<file path="src/rtl/vehicle_ctrl_pkg.sv">
// vehicle_ctrl_pkg
//   Shared types for the vehicle drive controller: gear state, gear command
//   and turn state encodings, plus the raw turn-request codes carried on
//   _turnShift.
package vehicle_ctrl_pkg;

  typedef enum logic [2:0] {
    GEAR_LOCK    = 3'b000,
    GEAR_PARK    = 3'b001,
    GEAR_REVERSE = 3'b010,
    GEAR_NEUTRAL = 3'b011,
    GEAR_FORWARD = 3'b100
  } gear_state_t;

  typedef enum logic [2:0] {
    CMD_HOLD    = 3'b000,
    CMD_PARK    = 3'b001,
    CMD_REVERSE = 3'b010,
    CMD_NEUTRAL = 3'b011,
    CMD_DRIVE   = 3'b100,
    CMD_UP      = 3'b101,
    CMD_DOWN    = 3'b110,
    CMD_RSVD    = 3'b111
  } gear_cmd_t;

  typedef enum logic [1:0] {
    TURN_NONE   = 2'b00,
    TURN_LEFT   = 2'b01,
    TURN_HAZARD = 2'b10,
    TURN_RIGHT  = 2'b11
  } turn_state_t;

  localparam logic [1:0] TREQ_NONE   = 2'b00;
  localparam logic [1:0] TREQ_LEFT   = 2'b01;
  localparam logic [1:0] TREQ_RIGHT  = 2'b10;
  localparam logic [1:0] TREQ_HAZARD = 2'b11;

endpackage

</file>
<file path="src/rtl/vehicle_drive_ctrl_blink_timer.sv">
// blink_timer
//   Half-period counter and blink phase flop for the turn lamps.
//   Ports:
//     clock    - system clock
//     _reset   - synchronous active-high reset (count 0, phase 0)
//     restart  - force count 0, phase 1 on this edge
//     phase    - blink phase: HALF_PERIOD cycles high, HALF_PERIOD low
module blink_timer #(
  parameter int unsigned HALF_PERIOD = 4
) (
  input  logic clock,
  input  logic _reset,
  input  logic restart,
  output logic phase
);

  localparam int unsigned CW = (HALF_PERIOD > 1) ? $clog2(HALF_PERIOD) : 1;
  localparam logic [CW-1:0] LAST = CW'(HALF_PERIOD - 1);

  logic [CW-1:0] count;

  always_ff @(posedge clock) begin
    if (_reset) begin
      count <= '0;
      phase <= 1'b0;
    end else if (restart) begin
      count <= '0;
      phase <= 1'b1;
    end else if (count == LAST) begin
      count <= '0;
      phase <= ~phase;
    end else begin
      count <= count + CW'(1);
    end
  end

endmodule

</file>
<file path="src/rtl/vehicle_drive_ctrl.sv">
// vehicle_drive_ctrl
//   Gear selector and turn-signal controller. Edge-detects gear and turn
//   commands, tracks gear state (with numbered forward gear) and turn state,
//   and drives blinking lamp outputs.
//   Optional feature macro: HAZARD_EN (enables _turnShift = 11 hazard toggle).
//   Ports:
//     clock       - system clock
//     _reset      - synchronous active-high reset
//     _switch     - ignition (1 = on)
//     _brake      - brake interlock
//     _gearCmd    - gear command (HOLD/PARK/REVERSE/NEUTRAL/DRIVE/UP/DOWN)
//     _turnShift  - turn request (none/left/right/hazard)
//     _gearState  - current gear state
//     _fwdGear    - current forward gear, 0 outside FORWARD
//     _turnState  - current turn state
//     _leftLamp, _rightLamp - lamp drives
module vehicle_drive_ctrl
  import vehicle_ctrl_pkg::*;
#(
  parameter int unsigned NUM_FWD_GEARS     = 5,
  parameter int unsigned BLINK_HALF_PERIOD = 4
) (
  input  logic                                 clock,
  input  logic                                 _reset,
  input  logic                                 _switch,
  input  logic                                 _brake,
  input  logic [2:0]                           _gearCmd,
  input  logic [1:0]                           _turnShift,
  output logic [2:0]                           _gearState,
  output logic [$clog2(NUM_FWD_GEARS+1)-1:0]   _fwdGear,
  output logic [1:0]                           _turnState,
  output logic                                 _leftLamp,
  output logic                                 _rightLamp
);

  localparam int unsigned GW = $clog2(NUM_FWD_GEARS + 1);
  localparam logic [GW-1:0] MAX_GEAR = GW'(NUM_FWD_GEARS);
  localparam logic [GW-1:0] FIRST_GEAR = GW'(1);

  gear_state_t gearState, gearNext;
  turn_state_t turnState, turnNext;
  gear_cmd_t   gearCmd;
  logic [GW-1:0] fwdGear, fwdNext;
  logic [2:0]  prevGearCmd;
  logic [1:0]  prevTurnShift;
  logic        gearEv, turnEv;
  logic        phase;

  assign gearCmd = gear_cmd_t'(_gearCmd);
  assign gearEv  = (_gearCmd != 3'b000) && (_gearCmd != prevGearCmd);
  assign turnEv  = (_turnShift != 2'b00) && (_turnShift != prevTurnShift);

  // Gear FSM next state
  always_comb begin
    gearNext = gearState;
    fwdNext  = fwdGear;
    if (!_switch) begin
      gearNext = GEAR_LOCK;
    end else begin
      case (gearState)
        GEAR_LOCK: gearNext = GEAR_PARK;
        GEAR_PARK: begin
          // Leaving PARK in any direction needs the brake held.
          if (gearEv && _brake) begin
            case (gearCmd)
              CMD_REVERSE: gearNext = GEAR_REVERSE;
              CMD_NEUTRAL: gearNext = GEAR_NEUTRAL;
              CMD_DRIVE: begin
                gearNext = GEAR_FORWARD;
                fwdNext  = FIRST_GEAR;
              end
              default: ;
            endcase
          end
        end
        GEAR_REVERSE: begin
          if (gearEv) begin
            case (gearCmd)
              CMD_PARK:    gearNext = GEAR_PARK;
              CMD_NEUTRAL: gearNext = GEAR_NEUTRAL;
              CMD_DRIVE: begin
                if (_brake) begin
                  gearNext = GEAR_FORWARD;
                  fwdNext  = FIRST_GEAR;
                end
              end
              default: ;
            endcase
          end
        end
        GEAR_NEUTRAL: begin
          if (gearEv) begin
            case (gearCmd)
              CMD_PARK:    gearNext = GEAR_PARK;
              CMD_REVERSE: gearNext = GEAR_REVERSE;
              CMD_DRIVE, CMD_UP: begin
                gearNext = GEAR_FORWARD;
                fwdNext  = FIRST_GEAR;
              end
              default: ;
            endcase
          end
        end
        GEAR_FORWARD: begin
          if (gearEv) begin
            case (gearCmd)
              CMD_PARK:    gearNext = GEAR_PARK;
              CMD_NEUTRAL: gearNext = GEAR_NEUTRAL;
              CMD_REVERSE: if (_brake) gearNext = GEAR_REVERSE;
              CMD_UP:      if (fwdGear < MAX_GEAR) fwdNext = fwdGear + GW'(1);
              CMD_DOWN:    if (fwdGear > FIRST_GEAR) fwdNext = fwdGear - GW'(1);
              default: ;
            endcase
          end
        end
        default: gearNext = GEAR_LOCK;
      endcase
    end
    if (gearNext != GEAR_FORWARD) fwdNext = '0;
  end

  // Turn FSM next state
  always_comb begin
    turnNext = turnState;
    if (!_switch) begin
      turnNext = TURN_NONE;
    end else if (turnEv) begin
      case (_turnShift)
        TREQ_LEFT: begin
          case (turnState)
            TURN_NONE:  turnNext = TURN_LEFT;
            TURN_LEFT:  turnNext = TURN_NONE;
            TURN_RIGHT: turnNext = TURN_NONE;
            default: ;
          endcase
        end
        TREQ_RIGHT: begin
          case (turnState)
            TURN_NONE:  turnNext = TURN_RIGHT;
            TURN_RIGHT: turnNext = TURN_NONE;
            TURN_LEFT:  turnNext = TURN_NONE;
            default: ;
          endcase
        end
`ifdef HAZARD_EN
        TREQ_HAZARD: turnNext = (turnState == TURN_HAZARD) ? TURN_NONE : TURN_HAZARD;
`else
        TREQ_HAZARD: turnNext = turnState;
`endif
        default: ;
      endcase
    end
  end

  always_ff @(posedge clock) begin
    if (_reset) begin
      gearState     <= GEAR_LOCK;
      fwdGear       <= '0;
      turnState     <= TURN_NONE;
      prevGearCmd   <= '0;
      prevTurnShift <= '0;
    end else begin
      gearState     <= gearNext;
      fwdGear       <= fwdNext;
      turnState     <= turnNext;
      prevGearCmd   <= _gearCmd;
      prevTurnShift <= _turnShift;
    end
  end

  // Restart aligns the lamp's first high phase with the edge the turn state changes.
  blink_timer #(
    .HALF_PERIOD(BLINK_HALF_PERIOD)
  ) uBlink (
    .clock  (clock),
    ._reset (_reset),
    .restart(turnNext != turnState),
    .phase  (phase)
  );

  always_comb begin
`ifdef HAZARD_EN
    _leftLamp  = phase & ((turnState == TURN_LEFT)  | (turnState == TURN_HAZARD));
    _rightLamp = phase & ((turnState == TURN_RIGHT) | (turnState == TURN_HAZARD));
`else
    _leftLamp  = phase & (turnState == TURN_LEFT);
    _rightLamp = phase & (turnState == TURN_RIGHT);
`endif
  end

  assign _gearState = gearState;
  assign _fwdGear   = fwdGear;
  assign _turnState = turnState;

endmodule

</file>
<file path="config.mk">
export PLATFORM = sky130hd
export DESIGN_NAME = vehicle_drive_ctrl
export DESIGN_NICKNAME = d
export VERILOG_FILES = /design/src/rtl/vehicle_ctrl_pkg.sv /design/src/rtl/vehicle_drive_ctrl_blink_timer.sv /design/src/rtl/vehicle_drive_ctrl.sv
export SDC_FILE = /design/constraint.sdc
export NUM_CORES = 1
export LEC_CHECK = 0
export BUFFER_PORTS_ARGS = -buffer_cell sky130_fd_sc_hd__buf_2
export CELL_PAD_IN_SITES_DETAIL_PLACEMENT = 2
export CELL_PAD_IN_SITES_GLOBAL_PLACEMENT = 2
export CORE_UTILIZATION = 34
export DETAILED_ROUTE_END_ITERATION = 7
export PLACE_DENSITY = 0.84
export SLEW_MARGIN = 25
export SYNTH_ARGS = -nofsm -noshare
export SYNTH_HDL_FRONTEND = slang
export SYNTH_HIERARCHICAL = 1
export SYNTH_SLANG_ARGS = --single-unit
</file>
<file path="constraint.sdc">
create_clock -name clock -period 3.9 [get_ports clock]
set_clock_uncertainty 0.2 [all_clocks]
set_input_delay 0.78 -clock clock [delete_from_list [all_inputs] [get_ports clock]]
set_output_delay 0.78 -clock clock [all_outputs]
set_load 0.1 [all_outputs]
</file>
Word level (Yosys, flattened, before mapping)
Index checks and enable logic that the tools add are counted.
{"block": "word_totals", "word_cells": 90, "input_bits": 9, "out_inout_bits": 10, "reg_bits": 16}
{"block": "op_classes", "mux": 31, "n_reduce_logical": 14, "bitwise": 3, "order_cmp": 2, "n_addsub": 3, "eq_ne": 30}
{"cell": "$mux 3", "count": 17}
{"cell": "$pmux 3 s3", "count": 4}
{"cell": "$ne 2x2->1 const B", "count": 8}
{"cell": "$pmux 3 s5", "count": 1}
{"cell": "$reduce_and 13->1", "count": 1}
{"cell": "$eq 3x2->1 const B", "count": 4}
{"cell": "$eq 3x3->1 const B", "count": 4}
{"cell": "$pmux 2 s2", "count": 3}
{"cell": "$pmux 3 s4", "count": 1}
{"cell": "$ne 3x3->1 const B", "count": 3}
{"cell": "$eq 2x2->1 const B", "count": 3}
{"cell": "$eq 3x1->1 const B", "count": 2}
{"cell": "$pmux 3 s2", "count": 1}
{"cell": "$reduce_or 2->1", "count": 3}
{"cell": "$eq 2x1->1 const B", "count": 2}
{"cell": "$mux 2", "count": 2}
{"cell": "$ne 2x2->1", "count": 2}
{"cell": "$reduce_bool 2->1", "count": 2}
{"cell": "$reduce_bool 4->1", "count": 1}
{"cell": "$add 3x1->3 const B", "count": 1}
{"cell": "$gt 3x1->1 const B", "count": 1}
{"cell": "$logic_and 1x1->1", "count": 3}
{"cell": "$logic_not 3->1", "count": 1}
{"cell": "$lt 3x3->1 const B", "count": 1}
{"cell": "10 further kinds", "count": 12}

Logic depth before layout (Yosys ltp)
Gate-level depths: netlist of run 1.
{"block": "logic_depth", "word_depth": 8, "ltp_mapped": 10, "depth_no_buf": 10}

Modules after synthesis
Netlist of run 1, hierarchy kept.
{"mod": "vehicle_drive_ctrl", "n_inst": 1, "cells_each": 149, "seq_area_each_um2": 260.2, "area_each_um2": 1099.8}
{"mod": "blink_timer", "n_inst": 1, "cells_each": 9, "seq_area_each_um2": 60.1, "area_each_um2": 105.1}

Worst setup path after synthesis of run 1
No wires, ideal clock.
{"block": "synth_path", "kind": "reg2out", "start": "reg turnState[0] (netlist: _turnState[0])", "end": "out _leftLamp", "stages_incl_launch_ff": 3, "n_path_buf": 0, "path_slack_ps": 502, "t_required_ps": 2920, "arrival_ps": 2418, "path_cell_list": "dfxtp_1 -> nand2_1 -> nor2_1"}
{"block": "synth_between", "elab_chain_cells": 2}
{"element": "start: declaration", "line_no": "vehicle_drive_ctrl.sv:41", "text": "turn_state_t turnState, turnNext;"}
{"element": "start signal: assignment", "line_no": "vehicle_drive_ctrl.sv:165", "text": "turnState <= turnNext;"}
{"element": "$eq 2x1->1", "line_no": "vehicle_drive_ctrl.sv:186", "text": "_leftLamp = phase & (turnState == TURN_LEFT);"}
{"element": "$and 1x1->1", "line_no": "vehicle_drive_ctrl.sv:186"}
{"element": "end: declaration", "line_no": "vehicle_drive_ctrl.sv:32", "text": "output logic _leftLamp,"}
No other way between the ends.

Worst setup path after layout of run 1
{"block": "layout_path", "start": "in _turnShift[0]", "end": "reg uBlink.count[1]"}
{"block": "layout_between", "elab_chain_cells": 6, "word_cells_on_any_way": 10, "classes_between": "4 x eq/ne; 3 x mux; 3 x reduce/logical"}
{"element": "start: declaration", "line_no": "vehicle_drive_ctrl.sv:28", "text": "input logic [1:0] _turnShift,"}
{"element": "$eq 2x2->1 (tied with other cells)", "line_no": "vehicle_drive_ctrl.sv:128", "text": "case (_turnShift)"}
{"element": "$pmux 2 s2 / $logic_and 1x1->1 (equally long branches)", "line_no": "vehicle_drive_ctrl.sv:128, vehicle_drive_ctrl.sv:51"}
{"element": "$mux 2 *", "line_no": "vehicle_drive_ctrl.sv:127", "text": "end else if (turnEv) begin"}
{"element": "$mux 2 *", "line_no": "vehicle_drive_ctrl.sv:125", "text": "if (!_switch) begin"}
{"element": "$ne 2x2->1 *", "line_no": "vehicle_drive_ctrl.sv:177", "text": ".restart(turnNext != turnState),"}
{"element": "$reduce_or 3->1 (no line) *"}
{"element": "end signal: assignment", "line_no": "vehicle_drive_ctrl_blink_timer.sv:33", "text": "count <= count + CW'(1);"}
{"element": "end: declaration", "line_no": "vehicle_drive_ctrl_blink_timer.sv:20", "text": "logic [CW-1:0] count;"}
Mark *: on every way between the ends. The rest lies on a longest branch, timed or not.
A chain may end at the register's enable or synchronous reset.

==> reports/metrics.cfg, run 1 <==
[global_routing]
antenna_found_initial=0
grt_max_degree=20
grt-ovfl-total=0
groute.usage.overall=0.2021
grt_first_pass_wirelength_um=5630
grt_pass1_vias=1214

[critical_path]
cp_num_cells=10
crit_fanout=3
arrival_ns=2.63
path_cells=buf_2, inv_1, ha_1, nand2b_1, a21oi_1, o21ai_0, a32oi_1, nor3_1, nand3b_1, nor4b_1
critical_path_required_ns=3.87
worstSetupEndpointType=register
path_buf_inv=2
crit_path_start_kind=primary input
ff2ff_path_depth=6
crit_family=compound AO/OA/AOI/OAI gates
cp_slowest_stage_delay_ns=0.32
critPathSlowestCell=nor4b_1
crit_type=primary input to register

[logic_synthesis]
synthTopCellsByCount=nor2_1 (17), dfxtp_1 (16), o21ai_0 (13), inv_1 (11)
synth_area_leaders=dfxtp_1 (27%), ha_1 (7.3%), o21ai_0 (5.4%)
syn_avg_cell_area_um2=7.626
synth_top_area_share=0.2658
synth_cells=158
synth_area_um2=1205
ys.warnings.count=6
syn_nets=174
yosysUniqueCellTypes=46
synth_edf_count=0
yosysMostFrequentCell=nor2_1
synthFlopType=dfxtp_1
synth_seq_cells=16
ys_seq_area_frac=0.2658
yosys.area.top_type=dfxtp_1
synthArstFlopShare=0

[flow_run]
drv_cap=0

[clock_tree]
clock_path_buffers=2
clk_pin_slew_ns=0.08
clk_latency_ns=0.28
root_buffer=clkbuf_4
ctsHoldBuffers=0
post-cts-setup-buffers=0
tritoncts=built
cts_buffers=3
clock_sinks=16
post_cts_resized=0
htreeDepth=1

[detailed_routing]
wl_per_cell_um=16.31
dr.first_iter.drc_count=20
first_pass_iters=4
wl_um=3522
viasPerCell=5.486
post-route-drc-count=0
vias=1185
ant_nets=0

[sta]
fmax_ghz=0.3772
max_slew.worst_pin.slew_ns=0.5119
hold_viol_final=0
slew_violations=0
setup_viol=0
fin_crit_sh=0.6798
timing.final.ws_setup_ns=1.249
finalCriticalPeriod_ns=2.651
maxSlewHeadroom=0.6583
rsz0062_at_grt=false
fin_setup_tns_ns=0

[placed_design]
port_buffers=18
gp_congestion=0.7786
hpwl_um=2813
post-place-ws_ns=0.9522

[worst_hold_path]
holdPathStages=1
hp-class=register to register

[floorplanning]
die-area_um2=3786
start_util=0.3583
coreArea_um2=3363
fp.dieH_um=61.53
die_w_um=61.53
pin_count=19
rows=21

[power]
p_leak_uw=0.0005341
peakVddDrop_v=0.0002044
power.density_nw_per_um2=262.1

[finish]
insertedDiodeCount=0
synthToLayoutAreaGrowth_pct=10.70
nNetsFinal=188
drive_above_1_share=0.1412

[run_status]
outcome=complete, no violations

power by group:
part	total, uW	internal [uW]	switching [uW]
clock network	84.1	35.8	48.3
logic	82.3	29.7	52.6
registers	183	173	10.2
total	350	238	111
flip-flops by register name, summed over array words and instances, names as in the netlist:
signal         count
prevGearCmd        3
_gearState         3
_fwdGear           3
prevTurnShift      2
_turnState         2
uBlink/phase       1
uBlink/count       2
cell type report:
| cell class | count | area, um2 |
|---|---|---|
| fillers | 434 | 2029 |
| multi-input cells | 122 | 802.0 |
| repair buffers | 18 | 90.09 |
| inverters | 11 | 41.29 |
| well taps | 46 | 57.56 |
| clock buffers | 3 | 22.52 |
| flip-flops and latches | 16 | 320.3 |
routing by layer:
metal | share of wire | global-route usage
met1 | 0.43 | 0.2383
met3 | 0.037 | 0.04202
met4 | 0.0037 | 0.02857
met5 | 0 | 0
met2 | 0.53 | 0.3810
final timing paths:
check	start	to	slack, ns
worst min register to register	uBlink/count[0]$_SDFF_PP0_	uBlink/count[0]$_SDFF_PP0_	0.24
worst max register to register	_gearState[0]$_SDFF_PP0_	_fwdGear[1]$_SDFFE_PP0P_	1.55
worst max-delay path	_turnShift[0]	uBlink/count[1]$_SDFF_PP0_	1.25
worst min-delay path	uBlink/count[0]$_SDFF_PP0_	uBlink/count[0]$_SDFF_PP0_	0.24
cells by family after synthesis:
group                      Yosys count  share of synthesized area
AOI/OAI and AO/OA                   36                     0.1869
xor gates and xnor gates            10                    0.07892
adders and majority gates            7                    0.07269
buffers and inverters               20                    0.06854
DFF                                 16                     0.2658
muxes                                3                    0.02492
and+or+nand+nor                     66                     0.3022
through the flow:
stage               instances  power, uW    util  hold WS [ns]  area [um2]
CTS                       216      355.0  0.3966        0.2418        1334
global route              216      373.2  0.3966        0.2795        1334
global placement          213      261.3  0.3899        0.2159        1311
finish                    216      349.6  0.3966        0.2366        1334
detailed placement        213      270.0  0.3899        0.2294        1311
floorplan                 158      246.3       -        0.2020        1205
cell usage in the layout, fill, tap and decap left out, types with 2 or more instances in the layout:
master,instances
buf_2,18
nor2_1,17
dfxtp_1,16
o21ai_0,13
inv_1,11
a21oi_1,9
nor3_1,9
nand2_1,9
ha_1,7
xnor2_1,5
nor2b_1,4
xor2_1,4
nand2b_1,3
mux2i_1,3
nand3_1,3
nor4_1,3
clkbuf_4,3
nand3b_1,2
or4_1,2
nand4b_1,2
a31oi_1,2
nor4b_1,2
(Power assumes the default switching activity.)
==> run 2, diff against run 1 <==
CORE_UTILIZATION = 29   (was 34)
PLACE_DENSITY = 0.76   (was 0.84)
clock period = 2.35 ns   (was 3.9 ns; I/O delays follow)
==> reports/metrics.cfg, run 2 (same netlist as run 1, synthesis figures left out) <==
[finish]
nFillCells=472  ; was 434
layout_common_cells=buf_2 (18), nor2_1 (16), buf_4 (14)  ; was buf_2 (18), nor2_1 (17), dfxtp_1 (16)
nNetsFinal=202  ; was 188
drive_above_1_share=0.2757  ; was 0.1412
mostFrequentLayoutCell=buf_2  ; unchanged
synthToLayoutAreaGrowth_pct=25.13  ; was 10.70%
postLayoutCoreUtil=0.3769  ; was 0.3966
insertedDiodeCount=0  ; unchanged

[detailed_routing]
wl_um=3993  ; was 3522 um
dr.first_iter.drc_count=35  ; was 20
ant_nets=0  ; unchanged
wl_per_cell_um=16.99  ; was 16.31 um
post-route-drc-count=0  ; unchanged
vias=1257  ; was 1,185
viasPerCell=5.349  ; was 5.486
first_pass_iters=4  ; unchanged

[sta]
rsz0062_at_grt=false  ; unchanged
max_slew.worst_pin.slew_ns=0.4966  ; was 0.5119 ns
finalCriticalPeriod_ns=2.180
setup_viol=0  ; unchanged
fmax_ghz=0.4587
fin_setup_tns_ns=0  ; unchanged
slew_violations=0  ; unchanged
hold_viol_final=0  ; unchanged
maxSlewHeadroom=0.6712  ; was 0.6583
fin_crit_sh=0.9277
fin_hold_ws_ns=0.2348  ; was 0.2366 ns

[critical_path]
r2r_start=_gearState[0]$_SDFF_PP0_  ; unchanged
crit_type=register to register  ; was primary input to register
arrival_ns=2.17  ; was 2.63 ns
critical_path_required_ns=2.34  ; was 3.87 ns
critPathLaunch=_gearState[0]$_SDFF_PP0_  ; was _turnShift[0]
worstSetupEndpointType=register  ; unchanged
crit_fanout=13  ; was 3
crit_path_start_kind=register  ; was primary input

[clock_tree]
clock_sinks=16  ; unchanged
htreeDepth=1  ; unchanged
clk_latency_ns=0.25  ; was 0.28 ns
tritoncts=built  ; unchanged
clk_pin_slew_ns=0.07  ; was 0.08 ns
cts_buffers=3  ; unchanged
post-cts-setup-buffers=0  ; unchanged
root_buffer=clkbuf_8  ; was clkbuf_4
clock_path_buffers=2  ; unchanged

[floorplanning]
die_w_um=66.46  ; was 61.53 um
start_util=0.3012  ; was 0.3583
pin_count=19  ; unchanged
coreArea_um2=4000  ; was 3363 um2
fp.dieH_um=66.46  ; was 61.53 um
rows=23  ; was 21
die-area_um2=4417  ; was 3786 um2

[placed_design]
gp_congestion=0.7966  ; was 0.7786
port_buffers=18  ; unchanged
hpwl_um=3084  ; was 2813 um

[power]
p_leak_uw=0.0006196  ; was 0.0005341 uW
power.density_nw_per_um2=471.0  ; was 262.1 nW/um2
peakVddDrop_v=0.0002713  ; was 0.0002044 V

[global_routing]
grt_max_degree=16  ; was 20
grt_pass1_vias=1316  ; was 1,214
grt_first_pass_wirelength_um=6520  ; was 5630 um
groute.usage.overall=0.1975  ; was 0.2021
antenna_found_initial=0  ; unchanged
grt-ovfl-total=0  ; unchanged

[worst_hold_path]
worstHoldStart=uBlink/count[0]$_SDFF_PP0_  ; unchanged
hp-class=register to register  ; unchanged

[flow_run]
drv_cap=0  ; unchanged

[run_status]
outcome=complete, no violations  ; unchanged

[run 2: metal layers]
layer  track usage  vias to the layer above  share of wire
met5             0                        -              0
met4       0.07713                        0          0.015
met3       0.02055                        6          0.017
met2        0.3444                       13           0.52
met1        0.2466                      627           0.45
li1              -                      611              -
[run 2: timing repair]
action,4_1_cts,5_1_grt
endpoints found under the setup margin,0,3
gates resized for setup,0,2
endpoints found under the hold margin,0,0
hold buffers,0,0
[run 2: final cells by class]
cell class	count	area (um2)	share of cell area
clock buffer	4	55.05	0.03651
timing repair buffer	32	195.2	0.1295
sequential	16	332.8	0.2207
inverter	11	41.29	0.02739
multi-input combinational	122	820.8	0.5444
tap	50	62.56	0.04149
[run 2: worst paths after layout]
path,to,depth (start not counted),slack [ns]
min,uBlink/count[0]$_SDFF_PP0_,1,0.23
min reg2reg,uBlink/count[0]$_SDFF_PP0_,1,0.23
max reg2reg,_fwdGear[1]$_SDFFE_PP0P_,6,0.17
max,_fwdGear[1]$_SDFFE_PP0P_,6,0.17
[run 2: report_power, final]
group          internal (uW)  total [uW]  switching (uW)
combinational           65.2         157            92.0
clock                    149         249            99.9
sequential               287         304            17.7
total                    501         710             210
[run 2: through the flow]
| stage | cells | area, um2 | power [uW] | setup WS [ns] |
|---|---|---|---|---|
| floorplan | 158 | 1226 | 408.4 | 0.02966 |
| global placement | 231 | 1443 | 453.4 | -0.001298 |
| detailed placement | 231 | 1443 | 466.1 | -0.1031 |
| CTS | 235 | 1498 | 718.8 | 0.1098 |
| global route | 235 | 1508 | 747.1 | 0.02267 |
| finish | 235 | 1508 | 710.2 | 0.1700 |
[run 2: critical path, stage by stage (launching register included)]
cell and delay [ns]:
dfxtp_2 0.48, nor4bb_2 0.33, o21ai_0 0.16, o221ai_1 0.12
o2111ai_1 0.19, or4_1 0.49, a21oi_1 0.14
==> run 3, diff against run 2 <==
CORE_ASPECT_RATIO = 2   (was default)
==> reports/metrics.cfg, run 3 (same netlist as run 1, synthesis figures left out) <==
[finish]
postLayoutCoreUtil=0.3897  ; was 0.3769
nNetsFinal=206  ; was 202
layout_common_cells=buf_2 (18), buf_4 (18), nor2_1 (16)  ; was buf_2 (18), nor2_1 (16), buf_4 (14)
instances_no_fill=240  ; was 235
nFillCells=491  ; was 472
synthToLayoutAreaGrowth_pct=26.90  ; was 25.13%
insertedDiodeCount=0  ; unchanged
final_area_um2=1529  ; was 1508 um2
drive_above_1_share=0.2804  ; was 0.2757

[run_status]
outcome=complete, no violations  ; unchanged

[clock_tree]
clk_latency_ns=0.26  ; was 0.25 ns
post-cts-setup-buffers=0  ; unchanged
root_buffer=clkbuf_8  ; unchanged
htreeDepth=1  ; unchanged
clock_path_buffers=2  ; unchanged
cts_buffers=3  ; unchanged
post_cts_resized=0  ; unchanged
clock_sinks=16  ; unchanged
ctsHoldBuffers=0  ; unchanged
tritoncts=built  ; unchanged
clk_pin_slew_ns=0.07  ; about the same

[global_routing]
antenna_found_initial=0  ; unchanged
grt-ovfl-total=0  ; unchanged
grt_pass1_vias=1436  ; was 1,316
grt_max_degree=16  ; unchanged
groute.usage.overall=0.2205  ; was 0.1975
grt_first_pass_wirelength_um=6920  ; was 6520 um

[critical_path]
critical_path_required_ns=2.30  ; was 2.34 ns
path_buf_inv=2  ; was 0
crit_family=simple AND/OR/NAND/NOR gates  ; unchanged
crit_path_start_kind=primary input  ; was register
cp_slowest_stage_delay_ns=0.57  ; was 0.49 ns
critPathSlowestCell=or4_1  ; unchanged
path_cells=buf_2, or4_1, o211ai_1, and3_4, or2_1, buf_4, nor4_1, nor3b_1  ; was nor4bb_2, o21ai_0, o221ai_1, o2111ai_1, or4_1, a21oi_1
crit_type=primary input to register  ; was register to register
crit_fanout=13  ; unchanged
arrival_ns=2.18  ; was 2.17 ns
worstSetupEndpointType=register  ; unchanged

[placed_design]
gp_congestion=0.8460  ; was 0.7966
dp.cells=236  ; was 231
placed_area_um2=1474  ; was 1443 um2
hpwl_um=3475  ; was 3084 um
port_buffers=18  ; unchanged

[detailed_routing]
post-route-drc-count=0  ; unchanged
dr.first_iter.drc_count=19  ; was 35
first_pass_iters=4  ; unchanged
wl_um=4368  ; was 3993 um
vias=1287  ; was 1,257
wl_per_cell_um=18.20  ; was 16.99 um
viasPerCell=5.363  ; was 5.349
ant_nets=0  ; unchanged

[floorplanning]
rows=32  ; was 23
pin_count=19  ; unchanged
fp.dieH_um=93.16  ; was 66.46 um
start_util=0.3071  ; was 0.3012
die_w_um=47.58  ; was 66.46 um
die-area_um2=4432  ; was 4417 um2
coreArea_um2=3924  ; was 4000 um2

[power]
power.total_uw=725.0  ; was 710.2 uW
peakVddDrop_v=0.0003181  ; was 0.0002713 V
power.density_nw_per_um2=474.2  ; was 471.0 nW/um2
p_leak_uw=0.0006389  ; was 0.0006196 uW

[worst_hold_path]
hp-class=register to register  ; unchanged

[sta]
fin_crit_sh=0.9497  ; was 0.9277
setup_viol=0  ; unchanged
maxSlewHeadroom=0.6768  ; was 0.6712
fmax_ghz=0.4481  ; was 0.4587 GHz
rsz0062_at_grt=false  ; unchanged
max_slew.worst_pin.slew_ns=0.4882  ; was 0.4966 ns
finalCriticalPeriod_ns=2.232  ; was 2.180 ns
slew_violations=0  ; unchanged
hold_viol_final=0  ; unchanged

[flow_run]
drv_cap=0  ; unchanged

==> run 3: changes by cell type in the layout (fill, tap and decap cells not counted) <==
cell and delta:
a21oi_1 +1, a21oi_2 -1, buf_4 +4, nor4bb_1 +1, nor4bb_2 -1
==> run 3: path summary, 6_finish.rpt <==
| check | cells after the start | start | endpoint | slack [ns] |
|---|---|---|---|---|
| setup / recovery | 8 | _gearCmd[0] | _fwdGear[0]$_SDFFE_PP0P_ | 0.12 |
| hold / removal | 1 | uBlink/count[0]$_SDFF_PP0_ | uBlink/count[0]$_SDFF_PP0_ | 0.25 |
| setup reg to reg | 7 | prevGearCmd[0]$_SDFF_PP0_ | _fwdGear[0]$_SDFFE_PP0P_ | 0.12 |
| hold reg to reg | 1 | uBlink/count[0]$_SDFF_PP0_ | uBlink/count[0]$_SDFF_PP0_ | 0.25 |
==> run 3: final cells by class <==
cell class | count | area [um2] | area share
multi-input combinational | 122 | 810.8 | 0.5303
sequential | 16 | 332.8 | 0.2177
timing repair buffer | 36 | 225.2 | 0.1473
tap | 51 | 63.81 | 0.04173
clock buffer | 4 | 55.05 | 0.03601
inverter | 11 | 41.29 | 0.02700
==> run 3: power by group <==
part           switching, uW  internal, uW
Clock                    106           149
Sequential              15.4           287
Combinational           98.4          69.2
Total                    220           505
==> run 3: per-layer routing <==
metal  share of wire  vias to the layer above  track usage
met2            0.61                       24       0.4304
met1            0.34                      629       0.2048
met3           0.018                       11      0.02510
met4           0.032                        0      0.09259
li1                -                      623            -
met5               0                        -            0
==> run 3: stage by stage <==
step / hold slack (ns) / worst slack, ns / TNS (ns)
after global routing: 0.2738 / 0.001687 / 0
after global placement: 0.2175 / -0.01742 / -0.02626
after detailed placement: 0.2282 / -0.1765 / -0.6251
after CTS: 0.2549 / 0.09678 / 0
after floorplan: 0.2020 / 0.02966 / 0
final: 0.2519 / 0.1182 / 0
